## src/rtl/stage_mem_lsu_pkg.sv

```systemverilog
// rtl/stage_mem_lsu_pkg.sv - shared encodings for the MEM-stage load/store unit
package stage_mem_lsu_pkg;

    localparam logic [2:0] F3_B  = 3'b000;
    localparam logic [2:0] F3_H  = 3'b001;
    localparam logic [2:0] F3_W  = 3'b010;
    localparam logic [2:0] F3_D  = 3'b011;
    localparam logic [2:0] F3_BU = 3'b100;
    localparam logic [2:0] F3_HU = 3'b101;
    localparam logic [2:0] F3_WU = 3'b110;

    typedef enum logic [1:0] {
        ST_IDLE = 2'd0,
        ST_REQ  = 2'd1,
        ST_DONE = 2'd2
    } lsu_state_t;

    // Number of address bits that select a byte lane within one XLEN word.
    function automatic int lane_bits(input int xlen);
        return $clog2(xlen / 8);
    endfunction

    function automatic int lane_count(input int xlen);
        return xlen / 8;
    endfunction

endpackage

```

## src/rtl/stage_mem_lsu_align.sv

```systemverilog
// rtl/stage_mem_lsu_align.sv - byte-lane select, store shift, load extend, access check
module stage_mem_lsu_align
    import stage_mem_lsu_pkg::*;
#(
    parameter int XLEN = 32
) (
    input  logic [2:0]                 op,
    input  logic [lane_bits(XLEN)-1:0] offset,
    input  logic                       force_align,
    input  logic [XLEN-1:0]            store_data,
    input  logic [XLEN-1:0]            rdata,
    output logic [XLEN/8-1:0]          sel,
    output logic [XLEN-1:0]            wdata,
    output logic [XLEN-1:0]            load_data,
    output logic                       misalign,
    output logic                       illegal
);

    localparam int NB    = lane_count(XLEN);
    localparam int OFF_W = lane_bits(XLEN);

    logic [1:0]       sz;
    logic             sgn;
    logic [OFF_W-1:0] amask;
    logic [OFF_W-1:0] off_eff;
    logic [NB-1:0]    lanes;
    logic [63:0]      sh;
    logic [63:0]      ext;

    always_comb begin
        sz      = 2'd0;
        sgn     = 1'b0;
        illegal = 1'b0;
        case (op)
            F3_B:  begin sz = 2'd0; sgn = 1'b1; end
            F3_H:  begin sz = 2'd1; sgn = 1'b1; end
            F3_W:  begin sz = 2'd2; sgn = 1'b1; end
            F3_BU: begin sz = 2'd0; sgn = 1'b0; end
            F3_HU: begin sz = 2'd1; sgn = 1'b0; end
            F3_D:  begin sz = 2'd3; illegal = (XLEN != 64); end
            F3_WU: begin sz = 2'd2; illegal = (XLEN != 64); end
            default: illegal = 1'b1;
        endcase

        amask    = OFF_W'((4'd1 << sz) - 4'd1);
        misalign = |(offset & amask);
        off_eff  = force_align ? (offset & ~amask) : offset;

        case (sz)
            2'd0:    lanes = NB'(1);
            2'd1:    lanes = NB'(3);
            2'd2:    lanes = NB'(15);
            default: lanes = '1;
        endcase
        sel = lanes << off_eff;

        // Replicating the datum fills every aligned lane, so the selected lane is always correct.
        case (sz)
            2'd0:    wdata = {NB{store_data[7:0]}};
            2'd1:    wdata = {(NB/2){store_data[15:0]}};
            2'd2:    wdata = {(NB/4){store_data[31:0]}};
            default: wdata = store_data;
        endcase

        sh = 64'(rdata) >> {off_eff, 3'b000};
        case (sz)
            2'd0:    ext = sgn ? {{56{sh[7]}},  sh[7:0]}  : {56'd0, sh[7:0]};
            2'd1:    ext = sgn ? {{48{sh[15]}}, sh[15:0]} : {48'd0, sh[15:0]};
            2'd2:    ext = sgn ? {{32{sh[31]}}, sh[31:0]} : {32'd0, sh[31:0]};
            default: ext = sh;
        endcase
        load_data = ext[XLEN-1:0];
    end

endmodule

```

## src/rtl/stage_mem_lsu.sv

```systemverilog
// rtl/stage_mem_lsu.sv - MEM stage with stalling request/acknowledge load/store unit
module stage_mem_lsu
    import stage_mem_lsu_pkg::*;
#(
    parameter int XLEN        = 32,
    parameter int ADDR_W      = 32,
    parameter int REG_ADDR_W  = 5,
    parameter int ALIGN_CHECK = 1
) (
    input  logic                  clk,
    input  logic                  rst,
    input  logic                  valid_i,
    input  logic [REG_ADDR_W-1:0] reg_waddr_i,
    input  logic                  we_i,
    input  logic [XLEN-1:0]       reg_wdata_i,
    input  logic                  mem_rd_i,
    input  logic                  mem_wr_i,
    input  logic [2:0]            mem_op_i,
    input  logic [ADDR_W-1:0]     mem_addr_i,
    input  logic [XLEN-1:0]       store_data_i,
    output logic [REG_ADDR_W-1:0] reg_waddr_o,
    output logic                  we_o,
    output logic [XLEN-1:0]       reg_wdata_o,
    output logic                  exc_o,
    output logic                  stall_req,
    output logic                  mem_req,
    output logic                  mem_we,
    output logic [XLEN/8-1:0]     mem_sel,
    output logic [ADDR_W-1:0]     mem_addr,
    output logic [XLEN-1:0]       mem_wdata,
    input  logic                  mem_ack,
    input  logic [XLEN-1:0]       mem_rdata
);

    localparam int OFF_W = lane_bits(XLEN);

    lsu_state_t state;
    lsu_state_t state_nxt;

    logic [XLEN/8-1:0] al_sel;
    logic [XLEN-1:0]   al_wdata;
    logic [XLEN-1:0]   al_load;
    logic              al_misalign;
    logic              al_illegal;
    logic [XLEN-1:0]   load_q;
    logic              is_mem;
    logic              fault;
    logic              go;

    stage_mem_lsu_align #(.XLEN(XLEN)) u_align (
        .op          (mem_op_i),
        .offset      (mem_addr_i[OFF_W-1:0]),
        .force_align (ALIGN_CHECK == 0),
        .store_data  (store_data_i),
        .rdata       (mem_rdata),
        .sel         (al_sel),
        .wdata       (al_wdata),
        .load_data   (al_load),
        .misalign    (al_misalign),
        .illegal     (al_illegal)
    );

    assign is_mem = valid_i && (mem_rd_i || mem_wr_i);
    assign fault  = is_mem && (al_illegal || (mem_rd_i && mem_wr_i)
                               || ((ALIGN_CHECK != 0) && al_misalign));
    assign go     = is_mem && !fault;

    always_ff @(posedge clk) begin
        if (rst) begin
            state     <= ST_IDLE;
            mem_req   <= 1'b0;
            mem_we    <= 1'b0;
            mem_sel   <= '0;
            mem_addr  <= '0;
            mem_wdata <= '0;
            load_q    <= '0;
        end else begin
            state <= state_nxt;
            if (state == ST_IDLE && go) begin
                mem_req   <= 1'b1;
                mem_we    <= mem_wr_i;
                mem_addr  <= {mem_addr_i[ADDR_W-1:OFF_W], {OFF_W{1'b0}}};
                mem_sel   <= al_sel;
                mem_wdata <= al_wdata;
            end else if (state == ST_REQ && mem_ack) begin
                mem_req <= 1'b0;
                load_q  <= al_load;
            end
        end
    end

    always_comb begin
        state_nxt   = state;
        stall_req   = 1'b0;
        exc_o       = 1'b0;
        we_o        = 1'b0;
        reg_waddr_o = reg_waddr_i;
        reg_wdata_o = reg_wdata_i;
        if (rst) begin
            state_nxt   = ST_IDLE;
            reg_waddr_o = '0;
            reg_wdata_o = '0;
        end else begin
            case (state)
                ST_IDLE: begin
                    if (fault) begin
                        exc_o = 1'b1;
                    end else if (go) begin
                        stall_req = 1'b1;
                        state_nxt = ST_REQ;
                    end else begin
                        we_o = valid_i && we_i;
                    end
                end
                ST_REQ: begin
                    stall_req = 1'b1;
                    if (mem_ack) begin
                        state_nxt = ST_DONE;
                    end
                end
                ST_DONE: begin
                    state_nxt = ST_IDLE;
                    if (mem_rd_i) begin
                        we_o        = we_i;
                        reg_wdata_o = load_q;
                    end
                end
                default: state_nxt = ST_IDLE;
            endcase
        end
    end

endmodule

```

## config.mk

```make
export PLATFORM = sky130hd
export DESIGN_NAME = stage_mem_lsu
export DESIGN_NICKNAME = d
export VERILOG_FILES = /design/src/rtl/stage_mem_lsu_pkg.sv /design/src/rtl/stage_mem_lsu_align.sv /design/src/rtl/stage_mem_lsu.sv
export SDC_FILE = /design/constraint.sdc
export NUM_CORES = 1
export LEC_CHECK = 0
export BUFFER_PORTS_ARGS = -buffer_cell sky130_fd_sc_hd__buf_2
export CELL_PAD_IN_SITES_DETAIL_PLACEMENT = 1
export CELL_PAD_IN_SITES_GLOBAL_PLACEMENT = 1
export CORE_UTILIZATION = 35
export CTS_CLUSTER_SIZE = 28
export DETAILED_ROUTE_END_ITERATION = 8
export HOLD_SLACK_MARGIN = 0.15
export PLACE_DENSITY = 0.78
export SLEW_MARGIN = 5
export SYNTH_ARGS = -nofsm -noshare
export SYNTH_HDL_FRONTEND = slang
export SYNTH_HIERARCHICAL = 1
export SYNTH_SLANG_ARGS = --single-unit
```

## constraint.sdc

```tcl
create_clock -name clk -period 2.4 [get_ports clk]
set_input_delay 0.48 -clock clk [delete_from_list [all_inputs] [get_ports clk]]
set_output_delay 0.48 -clock clk [all_outputs]
set_load 0.05 [all_outputs]
```

==> run metrics <==
run status=complete, no violations; TNS Setup=0 ns; crit path max fanout=32; IO Pins=253; clk_skew=a little over 0.01 ns; PwrDens=550 nW/µm²; Top FF cell, synth=dfxtp_1; number of synthesized flops with an enable pin=0; Worst-path clk slew=around 0.080 ns; Pwr Total=between 4000 and 5000 µW; total CTS buffers=9; Worst Setup Start Kind=register; Crit. End Element=output pin; Port Buffers=250; clk buf depth=2; Synth Cell Area=6180 µm²; Via Count=between 6000 and 7000; Arr. time, crit path=approximately 1.8 ns; fmax=roughly 440 MHz; chip height=between 100 and 150 µm; routability cong.=between 0.8 and 0.9; worst slew pin tran=0.992 ns; number of routed nets with antenna violations=0; sequence of cells on the critical path=and3b_1 > buf_12 > nand2_1 > a21oi_2 > buf_2; cell row count=48; largest net degree at the start of global routing=56; hpwl dp=between 15000 and 20000 µm; placed cell area=between 7000 and 8000 µm²; CTS tree=yes; DR WL/cell=roughly 17 µm; slowest cell on the critical path=dfxtp_1; sequential fraction of the synthesis area=~33%; slew margin rel.=approximately 34%; peak supply drop=332 µV; Yosys cell types=between 40 and 50; Pins Over Slew Limit=0; CTS Root Cell=clkbuf_16; CTS sink cnt=~100; Critical Path Max Stage Delay=a little under 0.4 ns; WS Path Type=reg2out; Residual DRC=0; Hold-fix buffers, CTS=0; synth-to-layout area growth=28.5%; # nets final=1135; Core Area=approximately 17000 µm²; Initial Utilization=between 30% and 40%; mean number of vias per cell=4.97; final instance area=~7900 µm²; Tmin final=2.28 ns; Syn Inst Count=between 700 and 800; Register Area=approximately 2000 µm²; share of cells above drive strength 1=between 30% and 40%; first-pass GRT wire length=approximately 32000 µm; Setup WS pre-CTS=between 0.1 and 0.15 ns; LEAKAGE=~0.0036 µW; CTS H-Tree Depth=3; Buf/Inv on CP=2; All-Layer GR Usage=between 20% and 30%; max cap viols=0; Final Setup Violations=0; hold_ws=~0.38 ns; drt first pass iters=4; number of synthesized register bits=roughly 100; fin crit share=approximately 95%; Synth async-reset ratio=0%; critical path's top delay family=buffers and inverters; initial antenna violation count=2; Critical Path RT=1.92 ns; final worst slack=about 0.12 ns; setup bufs post-CTS=0; HP Class=in2reg; number of global-route vias before repair=between 6000 and 7000; Yosys warning total=6; post-cts resize count=0; mean area per synthesized cell=between 7 and 8 µm²; worst reg-to-reg setup slack=a little under 0.9 ns; DRT iter0 DRCs=around 280; Die Span X=between 100 and 150 µm; footprint of the multi-input gates=roughly 3800 µm²; Hold Vio Cnt, Final=0; final WL=20500 µm; total grt overflow=0; Worst-Skew Late Latency=~0.35 ns; die area=about 18000 µm²; FILL cells=about 2200; RSZ-0062 raised after global routing=false
## state kept, by name, summed over array words and instances (netlist names)
name       flops
mem_sel        4
mem_req        1
mem_we         1
state          2
mem_addr      30
load_q        32
mem_wdata     32
## cell usage after synthesis (13+ instances only)
cell type  instances  area [µm²]
nand2_1          154         578
nand2b_1         135         845
dfxtp_1          102        2040
mux2i_1           93         931
a21oi_1           77         385
clkbuf_1          35         131
nand3_1           24         120
mux2_2            21         236
buf_4             16         120
buf_2             15        75.1
nor2b_1           14        87.6
nor2_1            13        48.8
## layout by cell type (no fill, tap or decap), types with 2 or more instances in the layout
cell type / n
o211ai_1: 8
o21ai_1: 9
mux2i_1: 93
a21oi_1: 68
conb_1: 7
clkbuf_16: 9
nor2_1: 13
nand2_1: 154
buf_12: 4
nand3_1: 24
a21oi_2: 9
a2111oi_2: 2
and3b_1: 2
inv_1: 4
nand3b_1: 3
mux2_1: 2
nor2b_1: 14
o21ai_0: 4
inv_8: 3
o21a_1: 2
buf_4: 24
nand2b_1: 135
a211oi_1: 9
mux2_2: 21
diode_2: 2
dfxtp_1: 101
clkinv_4: 2
buf_2: 249
## metrics by stage
| step | utilization, % | std cells |
|---|---|---|
| final | 45.9 | 1224 |
| after global routing | 45.9 | 1222 |
| after CTS | 45.9 | 1222 |
| after detailed placement | 44.1 | 1206 |
| after global placement | 44.1 | 1206 |
| after floorplan | - | 779 |
## logic make-up after synthesis
family          after synthesis  share of synthesized area [%]
buf+inv                      79                           6.78
compound gates              119                           11.6
simple gates                354                           28.9
flops                       102                           33.0
mux                         117                           19.5
other cells                   1                         0.0607
xor+xnor                      1                          0.142
## path summary, 6_finish.rpt
kind	cells after the start	end	from
worst max-delay path	5	reg_wdata_o[23]	state[0]
worst min-delay path	3	mem_addr[6]	mem_addr_i[6]
worst max register to register	4	mem_addr[13]	state[0]
worst min register to register	2	load_q[27]	load_q[27]
## final cells by class
type | instances | share of cell area [%]
clock inverters | 7 | 0.945
multi-input cells | 598 | 47.7
clock buffers | 9 | 2.84
flip-flops and latches | 102 | 25.7
repair buffers | 277 | 19.0
diodes | 2 | 0.0630
well taps | 225 | 3.54
inverters | 4 | 0.189
## power breakdown
| part | switching (µW) | internal (µW) |
|---|---|---|
| clock network | 756 | 740 |
| registers | 28.3 | 1740 |
| logic | 704 | 397 |
| total | 1490 | 2880 |
## worst register-to-register path, stage by stage (launching register included)
cell,delay [ns]
dfxtp_1,0.39
nor2b_1,0.20
and4b_4,0.34
buf_12,0.26
mux2i_1,0.28
## metal layers
layer	vias to the layer above	routed length, µm	track usage [%]
met3	20	1670	6.61
met2	201	9890	38.5
met1	2859	8590	26.4
met4	2	285	6.37
met5	-	8	0
li1	3003	-	-
Note: power is estimated with default switching activity, not from simulation.
